<file path="src/rtl/exu_lsu_ctrl.sv">
// LSU control: AGU command -> one DTCM access -> aligned write-back, 1-cycle load latency, one command/cycle;
// response held stable (load data parked in hold_q) while either reader stalls. LSU_MISALGN_CHK_EN enables misalign errors.
module exu_lsu_ctrl #(
   parameter int XLEN            = 32,
   parameter int DTCM_ADDR_WIDTH = 16,
   parameter int ITAG_WIDTH      = 1
) (
   input  logic                       clk,
   input  logic                       rst,
   input  logic                       agu_cmd_valid,
   output logic                       agu_cmd_ready,
   input  logic [DTCM_ADDR_WIDTH-1:0] agu_cmd_addr,
   input  logic                       agu_cmd_read,
   input  logic [XLEN-1:0]            agu_cmd_wdata,
   input  logic [XLEN/8-1:0]          agu_cmd_wmask,
   input  logic [ITAG_WIDTH-1:0]      agu_cmd_itag,
   input  logic                       agu_cmd_usign,
   input  logic [1:0]                 agu_cmd_size,
   output logic                       agu_rsp_valid,
   input  logic                       agu_rsp_ready,
   output logic                       dtcm_cs,
   output logic                       dtcm_we,
   output logic [DTCM_ADDR_WIDTH-3:0] dtcm_addr,
   output logic [XLEN/8-1:0]          dtcm_wem,
   output logic [XLEN-1:0]            dtcm_din,
   input  logic [XLEN-1:0]            dtcm_dout,
   output logic                       lsu_o_valid,
   input  logic                       lsu_o_ready,
   output logic [XLEN-1:0]            lsu_o_wbck_wdat,
   output logic [ITAG_WIDTH-1:0]      lsu_o_wbck_itag,
   output logic                       lsu_o_wbck_read,
   output logic                       lsu_o_err
);

   logic                  cmd_hsk, rsp_hsk, err_c, acc_c;
   logic                  pend_vld_q, pend_vld_d;
   logic                  hold_vld_q, hold_vld_d;
   logic [XLEN-1:0]       hold_q, hold_d;
   logic [1:0]            addr_lo_q, addr_lo_d;
   logic                  read_q, read_d;
   logic                  usign_q, usign_d;
   logic [1:0]            size_q, size_d;
   logic [ITAG_WIDTH-1:0] itag_q, itag_d;
   logic                  err_q, err_d;
   logic [XLEN-1:0]       sel_data, raw, ext;

`ifdef LSU_MISALGN_CHK_EN
   assign err_c = ((agu_cmd_size == 2'b01) & agu_cmd_addr[0]) |
                  ((agu_cmd_size == 2'b10) & (agu_cmd_addr[1:0] != 2'b00));
`else
   assign err_c = 1'b0;
`endif

   assign rsp_hsk       = pend_vld_q & lsu_o_ready & agu_rsp_ready;
   assign agu_cmd_ready = ~pend_vld_q | rsp_hsk;
   assign cmd_hsk       = agu_cmd_valid & agu_cmd_ready;
   assign acc_c         = cmd_hsk & ~err_c;

   assign dtcm_cs   = acc_c;
   assign dtcm_we   = acc_c & ~agu_cmd_read;
   assign dtcm_addr = acc_c ? agu_cmd_addr[DTCM_ADDR_WIDTH-1:2] : '0;
   assign dtcm_wem  = (acc_c & ~agu_cmd_read) ? agu_cmd_wmask : '0;
   assign dtcm_din  = acc_c ? agu_cmd_wdata : '0;

   always_comb begin
      pend_vld_d = pend_vld_q;
      hold_vld_d = hold_vld_q;
      hold_d     = hold_q;
      addr_lo_d  = addr_lo_q;
      read_d     = read_q;
      usign_d    = usign_q;
      size_d     = size_q;
      itag_d     = itag_q;
      err_d      = err_q;
      if (cmd_hsk) begin
         pend_vld_d = 1'b1;
         addr_lo_d  = agu_cmd_addr[1:0];
         read_d     = agu_cmd_read;
         usign_d    = agu_cmd_usign;
         size_d     = agu_cmd_size;
         itag_d     = agu_cmd_itag;
         err_d      = err_c;
      end else if (rsp_hsk) begin
         pend_vld_d = 1'b0;
      end
      // SRAM output is only valid for one cycle; park it if the response stalls.
      if (rsp_hsk) begin
         hold_vld_d = 1'b0;
      end else if (pend_vld_q & ~hold_vld_q & read_q & ~err_q) begin
         hold_vld_d = 1'b1;
         hold_d     = dtcm_dout;
      end
   end

   always_ff @(posedge clk) begin
      if (rst) begin
         pend_vld_q <= 1'b0;
         hold_vld_q <= 1'b0;
         hold_q     <= '0;
         addr_lo_q  <= '0;
         read_q     <= 1'b0;
         usign_q    <= 1'b0;
         size_q     <= '0;
         itag_q     <= '0;
         err_q      <= 1'b0;
      end else begin
         pend_vld_q <= pend_vld_d;
         hold_vld_q <= hold_vld_d;
         hold_q     <= hold_d;
         addr_lo_q  <= addr_lo_d;
         read_q     <= read_d;
         usign_q    <= usign_d;
         size_q     <= size_d;
         itag_q     <= itag_d;
         err_q      <= err_d;
      end
   end

   assign sel_data = hold_vld_q ? hold_q : dtcm_dout;
   assign raw      = sel_data >> {addr_lo_q, 3'b000};

   always_comb begin
      ext = raw;
      case (size_q)
         2'b00:   ext = usign_q ? {24'b0, raw[7:0]}  : {{24{raw[7]}}, raw[7:0]};
         2'b01:   ext = usign_q ? {16'b0, raw[15:0]} : {{16{raw[15]}}, raw[15:0]};
         default: ext = raw;
      endcase
   end

   assign lsu_o_valid     = pend_vld_q;
   assign agu_rsp_valid   = pend_vld_q;
   assign lsu_o_wbck_wdat = (pend_vld_q & read_q & ~err_q) ? ext : '0;
   assign lsu_o_wbck_itag = pend_vld_q ? itag_q : '0;
   assign lsu_o_wbck_read = pend_vld_q & read_q;
   assign lsu_o_err       = pend_vld_q & err_q;

endmodule

</file>
<file path="config.mk">
export PLATFORM = sky130hd
export DESIGN_NAME = exu_lsu_ctrl
export DESIGN_NICKNAME = d
export VERILOG_FILES = /design/src/rtl/exu_lsu_ctrl.sv
export SDC_FILE = /design/constraint.sdc
export NUM_CORES = 1
export LEC_CHECK = 0
export CAP_MARGIN = 20
export CORE_ASPECT_RATIO = 0.75
export CORE_MARGIN = 1.5
export CORE_UTILIZATION = 38
export CTS_CLUSTER_DIAMETER = 30
export DETAILED_ROUTE_END_ITERATION = 12
export GPL_TIMING_DRIVEN = 0
export PLACE_DENSITY = 0.82
export SYNTH_ARGS = -nofsm -noshare
export SYNTH_HDL_FRONTEND = slang
export SYNTH_SLANG_ARGS = --single-unit
</file>
<file path="constraint.sdc">
create_clock -name clk -period 2.1 [get_ports clk]
set_input_delay 0.21 -clock clk [delete_from_list [all_inputs] [get_ports clk]]
set_output_delay 0.21 -clock clk [all_outputs]
set_load 0.02 [all_outputs]
</file>
Word-level counts from Yosys, hierarchy flattened
Cells that the tools add are included.
- bits of input ports: 94
- logic and storage cells: 37
- register bits after elaboration: 41
- bits in read-only memories: 0
- output and inout bits: 90
- RAM bits: 0
- memories: 0
- latch bits: 0
- order comparisons: 0
- multiply operators: 0
- reductions and logical operators: 4
- multiplexer cells: 11
- add/sub/neg operators: 0
- equal/unequal tests: 1
- div/mod/pow operators: 0
- bitwise logic cells: 12
- shift operators: 1
- operators by type and width (kind ; count):
    $mux 32 ; 5
    $pmux 32 s2 ; 1
    $shr 32x5->32 ; 1
    $mux 14 ; 1
    $and 1x1->1 ; 7
    $mux 4 ; 1
    $not 1->1 ; 4
    $mux 1 ; 3
    $eq 2x1->1 const B ; 1
    $logic_not 2->1 ; 1
    $reduce_and 2->1 ; 1
    $reduce_bool 2->1 ; 1
    $reduce_or 2->1 ; 1
    $or 1x1->1 ; 1

Depth between registers and ports, before layout
Gate-level depths: netlist (run 1).
- word-level depth: 6
- gate-level depth with buffers: 7
- depth with buffers taken out: 5

Worst setup path before layout (run 1)
No wires, ideal clock.
- path kind: register to output
- start: reg pend_vld_q, in the netlist agu_rsp_valid
- end: out lsu_o_wbck_wdat[10]
- cell stages (with the launch flop): 5
- setup slack: 0.176 ns
- buffers on the path: 0
- data arrival time: 1.714 ns
- required time: 1.890 ns
- path through: dfxtp_1 nand2_1 inv_1 o21ai_1 o21ai_0
- longest elaborated chain between the ends: 2
- ends and longest elaborated chain (what ; line ; text):
    start: declaration ; 36 ; logic pend_vld_q, pend_vld_d;
    start signal: assignment ; 107 ; pend_vld_q <= pend_vld_d;
    $and 1x1->1 ; -- ;
    net lsu_o_wbck_read ; 31 ; output logic lsu_o_wbck_read,
    $mux 32 ; 133 ; assign lsu_o_wbck_wdat = (pend_vld_q & read_q & ~err_q) ? ext : '0;
    end: declaration ; 29 ; output logic [XLEN-1:0] lsu_o_wbck_wdat,
The timed path passes the listed nets, and every way through them passes these cells.

Final worst setup path (run 1)
- start: reg addr_lo_q[0]
- end: out lsu_o_wbck_wdat[24]
- longest elaborated chain between the ends: 4
- ends and longest elaborated chain (what ; line ; text):
    start: declaration ; 39 ; logic [1:0] addr_lo_q, addr_lo_d;
    start signal: assignment ; 110 ; addr_lo_q <= addr_lo_d;
    $shr 32x5->32 * ; 120 ; assign raw = sel_data >> {addr_lo_q, 3'b000};
    $mux 32 (on tied branches) ; 126, 125 ;
    $pmux 32 s2 * ; 124 ; case (size_q)
    $mux 32 * ; 133 ;
Every way passes the cells marked *; elsewhere a longest branch is shown, timed or not.

==> results of run 1 <==
## metrics by stage
| stage | hold slack [ns] | power [mW] | instance area [µm²] | util | std cells |
|---|---|---|---|---|---|
| after global routing | 0.2196 | 2.355 | 5224 | 0.6934 | 687 |
| final | 0.2034 | 2.277 | 5224 | 0.6934 | 687 |
| after CTS | 0.2009 | 2.241 | 5152 | 0.6839 | 684 |
| after global placement | 0.4394 | 1.585 | 4967 | 0.6594 | 664 |
| after floorplan | 0.3243 | 1.189 | 3029 | - | 382 |
| after detailed placement | 0.4478 | 1.594 | 4967 | 0.6594 | 664 |
## layout make-up
type,count,area share
plain buffers,36,0.04934
clock buffers,6,0.01581
clock inverters,2,0.007186
inverters,5,0.003832
multi-input cells,298,0.3983
flip-flops and latches,41,0.1583
well taps,101,0.02419
repair buffers,198,0.3430
## where the power goes
| part | internal [mW] | switching (mW) | total (mW) | leakage, nW |
|---|---|---|---|---|
| Clock | 0.387 | 0.296 | 0.683 | 0.0574 |
| Combinational | 0.402 | 0.375 | 0.777 | 2.02 |
| Sequential | 0.796 | 0.0206 | 0.817 | 0.334 |
| Total | 1.59 | 0.691 | 2.28 | 2.41 |
## kinds of logic after synthesis
family / Yosys count / synth area share
buffers and inverters: 43 / 0.07063
multiplexers: 34 / 0.2069
other: 1 / 0.001238
AO/OA/AOI/OAI: 69 / 0.1268
AND/OR/NAND/NOR: 194 / 0.3234
flip-flops: 41 / 0.2710
## cell usage after synthesis, types with 4 or more instances
master,n
clkbuf_1,21
mux2_2,9
inv_1,4
and2_1,6
a22oi_1,8
buf_4,5
nand3_2,10
buf_2,8
and3_1,47
nand2_1,111
dfxtp_1,41
nand3_1,6
o21ai_0,7
a21oi_1,47
mux4_2,22
## flip-flops by register name, indices dropped and copies added (netlist names)
register and count:
size_q 2, agu_rsp_valid 1, hold_q 32, itag_q 1, usign_q 1, read_q 1
addr_lo_q 2, hold_vld_q 1
## worst register-to-register path, delay by kind of cell, from the launching register on
| kind | cells | cell delay [ns] |
|---|---|---|
| simple gates | 3 | 0.72 |
| buf+inv | 1 | 0.53 |
| flops | 1 | 0.40 |
| compound gates | 1 | 0.16 |
## how the worst max path moves through the flow
| stage | slack (ns) | startpoint | end | cells after the start |
|---|---|---|---|---|
| after floorplan | 0.18 | agu_rsp_valid | lsu_o_wbck_wdat[10] | 4 |
| final | -0.17 | addr_lo_q[0] | lsu_o_wbck_wdat[24] | 7 |
| after global routing | -0.23 | addr_lo_q[0] | lsu_o_wbck_wdat[11] | 9 |
| after global placement | -0.53 | dtcm_dout[31] | lsu_o_wbck_wdat[20] | 7 |
| after CTS | -0.21 | addr_lo_q[0] | lsu_o_wbck_wdat[24] | 7 |
| after detailed placement | -0.59 | dtcm_dout[31] | lsu_o_wbck_wdat[12] | 7 |
## layer usage
| layer | up-vias | GRT usage |
|---|---|---|
| met3 | 16 | 0.05925 |
| met5 | - | 0 |
| li1 | 1751 | - |
| met4 | 0 | 0.05676 |
| met1 | 1765 | 0.3895 |
| met2 | 264 | 0.4799 |
## what timing repair did
action | 4_1_cts | 5_1_grt
setup endpoints to repair | 87 | 54
buffers inserted | 12 | 5
resized for setup | 242 | 85
pin swaps | 5 | 5
==> metrics.csv, run 1 <==
metric,value,unit
multi_input_area,0.002081,mm²
die-area,0.008522,mm²
whs_path_depth,2,
drive_gt1_frac,0.2765,
path_max_fanout,10,
holdPathEnd,hold_vld_q,
tritoncts,done,
max_clock_freq,441.2,MHz
rows,27,
ir_drop,0.2800,mV
maxSlewHeadroom,0.4874,
overflow,0,
maxUsedRoutingLayer,met4,
power.density,435.9,mW/mm²
drv_cap,0,
die_h,80.32,µm
synth_ff_type,dfxtp_1,
postRouteAntennaNets,0,
drt_iter0_markers,369,
skew,0.009601,ns
grt_pass1_wl,18.98,mm
areaGrowthSynthToFinish,72.45,%
wirelength_met1,5.249,mm
synth_top_area_frac,0.2710,
wl_met2,6.057,mm
period_share,1.079,
rsz0062_at_grt,true,
worstPathCellList,"buf_8, mux4_2, a22o_1, nand3_4, buf_12, nand3_2, buf_6",
finalMaxSlewViolations,0,
met3_length,1.351,mm
mostFrequentLayoutCell,nand2_1,
numCtsBuffers,5,
setup_tns,-3.563,ns
synthesis.area,0.003029,mm²
worst_slack,-0.1664,ns
initial_core_util,0.4021,
hold_class,input port to flop,
outcome,"complete, but fails checks",
rr_endpoint,hold_q[2],
regArea,827.0,µm²
n_antenna_cell,0,
setup-violations-final,29,
r2r_start,agu_rsp_valid,
placement.io_buffers,181,
yosysTopAreaCell,dfxtp_1,
grt_pass1_vias,3662,
hold_buffers,0,
nFillCells,601,
drcViolationCount,0,
synth_area_leaders,"dfxtp_1 27%, mux4_2 16%, nand2_1 14%",
vias,3796,
cts.sink_count,41,
hpwlAfterDp,9.981,mm
gp_congestion,0.9480,
routed_wl,12.77,mm
syn_inst,382,
pre_cts_ws,-0.5908,ns
endpoint_kind,output port,
start_kind,flop,
worstHoldStart,rst,
hold_viol,0,
synth_cell_types,37,
final_cell_mix,"108 x nand2_1, 96 x clkdlybuf4s50_1, 47 x and3_1, 46 x a21oi_1, 38 x dfxtp_1",
dieWidth,106.1,µm
cp_slowest_stage_delay,0.52,ns
avgSynthCellArea,7.930,µm²
cpMaxStageDelayCell,mux4_2,
criticalPathCategory,flop to output port,
root_buffer,clkbuf_8,
core_area,0.007533,mm²
syn_nets,476,
clock_path_buffers,2,
grt_max_degree,14,
clk_pin_slew,0.09,ns
nets,679,
ys_seq_area_frac,0.2710,
htreeDepth,2,
crit_buf_inv,3,
ff2ff_path_depth,5,
async_flop_share,0,
crit_family,multiplexers,
dr.pass1.iters,5,
viasPerCell,5.525,
synth_edf_count,0,
grtUsageTotal,0.2884,
violations,negative setup slack,
arrival,2.06,ns
p_leak,2.410,nW
yosys_warnings,0,
wire_per_inst,18.58,µm
pin_count,184,
required,1.89,ns
ys_seq_elements,41,
r2r_slack,0.23,ns
clkLatencyLatePin,0.30,ns
tightest_slew,0.7638,ns
fin_crit,2.266,ns
antenna_found_initial,0,
No activity file was read; power rests on OpenSTA's default activity.
==> inputs of run 2 (changes only) <==
--- a/config.mk
+++ b/config.mk
@@ -13,6 +13,7 @@
 export DETAILED_ROUTE_END_ITERATION = 12
 export GPL_TIMING_DRIVEN = 0
 export PLACE_DENSITY = 0.82
+export SKIP_CTS_REPAIR_TIMING = 1
 export SYNTH_ARGS = -nofsm -noshare
 export SYNTH_HDL_FRONTEND = slang
 export SYNTH_SLANG_ARGS = --single-unit
==> run 2 against run 1 <==
Compared with the run above:
- the run still ends with negative setup slack left
- combinational power is 9.9% higher
- hold slack worse by 0.0038 ns
- critical path depth is 1 higher
- flip-flop and latch count stayed put
- register-to-register slack worse by 0.15 ns
- die area stayed put
- first-iteration DRC count is 28% lower
- non-clock buffer count is 1 lower
- final area is 7.9% higher
- sequential share of layout area is 1.2 points lower
- count of clock-buffer cells in the layout stayed put
- routed wire length is 7.4% higher
- critical endpoint is now lsu_o_wbck_wdat[23]
==> metrics.csv, run 2 (synthesis results as in run 1) <==
metric,value,unit,change
reg_top3,"hold_q: 32 flops, addr_lo_q: 2 flops, size_q: 2 flops",,unchanged
period_share,1.120,,was 1.079
p_clk_frac,0.288,,was 0.300
combPwrFrac,0.363,,was 0.341
holdPathEnd,hold_vld_q,,unchanged
place_area,0.004967,mm²,unchanged
power.density,417.1,mW/mm²,was 435.9 mW/mm²
drive_gt1_frac,0.2889,,was 0.2765
arrival,2.14,ns,was 2.06 ns
largest_reg_flops,32,,unchanged
drcViolationCount,0,,unchanged
finalMaxSlewViolations,0,,unchanged
cts.sink_count,41,,unchanged
worstPathCellList,"buf_8, buf_6, mux2i_1, a22oi_2, nand4_1, buf_4, nand3_2, clkbuf_2",,"was buf_8, mux4_2, a22o_1, nand3_4, buf_12, nand3_2, buf_6"
die_h,80.32,µm,unchanged
placement.io_buffers,181,,unchanged
n_antenna_cell,0,,unchanged
numCtsBuffers,5,,unchanged
switchingPower,0.7153,mW,was 0.6914 mW
drv_cap,0,,unchanged
dr.pass1.iters,5,,unchanged
die-area,0.008522,mm²,unchanged
tightest_slew,0.6979,ns,was 0.7638 ns
grt_pass1_wl,18.17,mm,was 18.98 mm
hpwlAfterDp,9.981,mm,unchanged
setup-violations-final,29,,unchanged
mostFrequentLayoutCell,nand2_1,,unchanged
power.total,2.351,mW,was 2.277 mW
grt_max_degree,14,,unchanged
worst_slack,-0.2530,ns,was -0.1664 ns
r2r_slack,0.08,ns,was 0.23 ns
antenna_found_initial,0,,unchanged
pre_cts_ws,-0.5908,ns,unchanged
hold_viol,0,,unchanged
gp_congestion,0.9480,,unchanged
p_int,1.635,mW,was 1.586 mW
start_kind,flop,,unchanged
cp_slowest_stage_delay,0.34,ns,was 0.52 ns
rr_endpoint,hold_q[30],,was hold_q[2]
rsz0062_at_grt,true,,unchanged
crit_family,buffers and inverters,,was multiplexers
routed_wl,13.71,mm,was 12.77 mm
stdcell_area,0.005635,mm²,was 0.005224 mm²
finalNonFillerCells,686,,was 687
nets,678,,was 679
clk_pin_slew,0.09,ns,about the same
endpoint_kind,output port,,unchanged
path_max_fanout,10,,unchanged
pin_count,184,,unchanged
outcome,"complete, but fails checks",,unchanged
viasPerCell,5.625,,was 5.525
htreeDepth,2,,unchanged
skew,0.008196,ns,was 0.009601 ns
overflow,0,,unchanged
dieWidth,106.1,µm,unchanged
switching_share,0.3043,,was 0.3036
pwr-share-seq,0.348,,was 0.359
hold_class,input port to flop,,unchanged
worstHoldStart,rst,,unchanged
final_cell_mix,"102 x nand2_1, 96 x clkdlybuf4s50_1, 54 x dlymetal6s2s_1, 47 x and3_1, 41 x a21oi_1",,"was 108 x nand2_1, 96 x clkdlybuf4s50_1, 47 x and3_1, 46 x a21oi_1, 38 x dfxtp_1"
areaGrowthSynthToFinish,86.04,%,was 72.45%
clock_path_buffers,2,,unchanged
holdWs,0.1996,ns,was 0.2034 ns
tritoncts,done,,unchanged
grt_pass1_vias,3530,,"was 3,662"
core_area,0.007533,mm²,unchanged
violations,negative setup slack,,unchanged
ir_drop,0.2757,mV,was 0.2800 mV
initial_core_util,0.4021,,unchanged
whs_path_depth,2,,unchanged
maxSlewHeadroom,0.5347,,was 0.4874
grtUsageTotal,0.2762,,was 0.2884
required,1.89,ns,about the same
cpMaxStageDelayCell,dfxtp_2,,was mux4_2
ff2ff_path_depth,5,,unchanged
clkLatencyLatePin,0.30,ns,about the same
p_leak,3.119,nW,was 2.410 nW
drt_iter0_markers,266,,was 369
dp_cells,664,,unchanged
max_clock_freq,425.0,MHz,was 441.2 MHz
nFillCells,514,,was 601
vias,3859,,"was 3,796"
crit_buf_inv,4,,was 3
root_buffer,clkbuf_8,,unchanged
postRouteAntennaNets,0,,unchanged
fin_crit,2.353,ns,was 2.266 ns
wire_per_inst,19.98,µm,was 18.58 µm
criticalPathCategory,flop to output port,,unchanged
rows,27,,unchanged
top_register,hold_q,,unchanged
r2r_start,agu_rsp_valid,,unchanged
## run 2: cell types whose count changed in the layout (fill, tap and decap cells not counted), moves of 6 or more
| cell | change |
|---|---|
| clkbuf_2 | -10 |
| buf_4 | -9 |
| dlymetal6s2s_1 | +54 |
| dlygate4sd2_1 | -35 |
| nand2_2 | +6 |
| nand2_1 | -6 |
## run 2: worst max path at each step
stage	from	depth (start not counted)	to
finish	addr_lo_q[0]	8	lsu_o_wbck_wdat[23]
detailed placement	dtcm_dout[31]	7	lsu_o_wbck_wdat[12]
global placement	dtcm_dout[31]	7	lsu_o_wbck_wdat[20]
CTS	hold_vld_q	8	lsu_o_wbck_wdat[12]
floorplan	agu_rsp_valid	4	lsu_o_wbck_wdat[10]
global route	addr_lo_q[0]	8	lsu_o_wbck_wdat[22]
## run 2: metrics by stage
step / setup TNS [ns] / utilization
2_1_floorplan: 0 / -
3_3_place_gp: -25.11 / 0.6594
3_5_place_dp: -28.41 / 0.6594
4_1_cts: -39.23 / 0.6753
5_1_grt: -7.541 / 0.7480
6_report: -4.917 / 0.7480
## run 2: final cells by class
type | instances | area [µm²] | area share
repair buffers | 195 | 2063 | 0.3661
plain buffers | 38 | 275.3 | 0.04885
well taps | 101 | 126.4 | 0.02242
clock buffers | 6 | 82.58 | 0.01465
clock inverters | 2 | 37.54 | 0.006661
inverters | 5 | 22.52 | 0.003996
multi-input cells | 298 | 2202 | 0.3908
flip-flops and latches | 41 | 825.8 | 0.1465
## run 2: power by group through the flow
stage / Combinational [mW] / Sequential, mW / Clock (mW)
6_report: 0.854 / 0.819 / 0.678
5_1_grt: 0.893 / 0.820 / 0.722
4_1_cts: 0.766 / 0.815 / 0.673
3_5_place_dp: 0.761 / 0.833 / 0
3_3_place_gp: 0.753 / 0.831 / 0
2_1_floorplan: 0.361 / 0.828 / 0
## run 2: routing by layer
layer / track usage / wire, µm / vias to the layer above / part of all wire
li1: - / - / 1752 / -
met4: 0.06351 / 216 / 0 / 0.016
met3: 0.06412 / 1408 / 28 / 0.10
met1: 0.3813 / 5488 / 1835 / 0.40
met5: 0 / 0 / - / 0
met2: 0.4383 / 6595 / 244 / 0.48
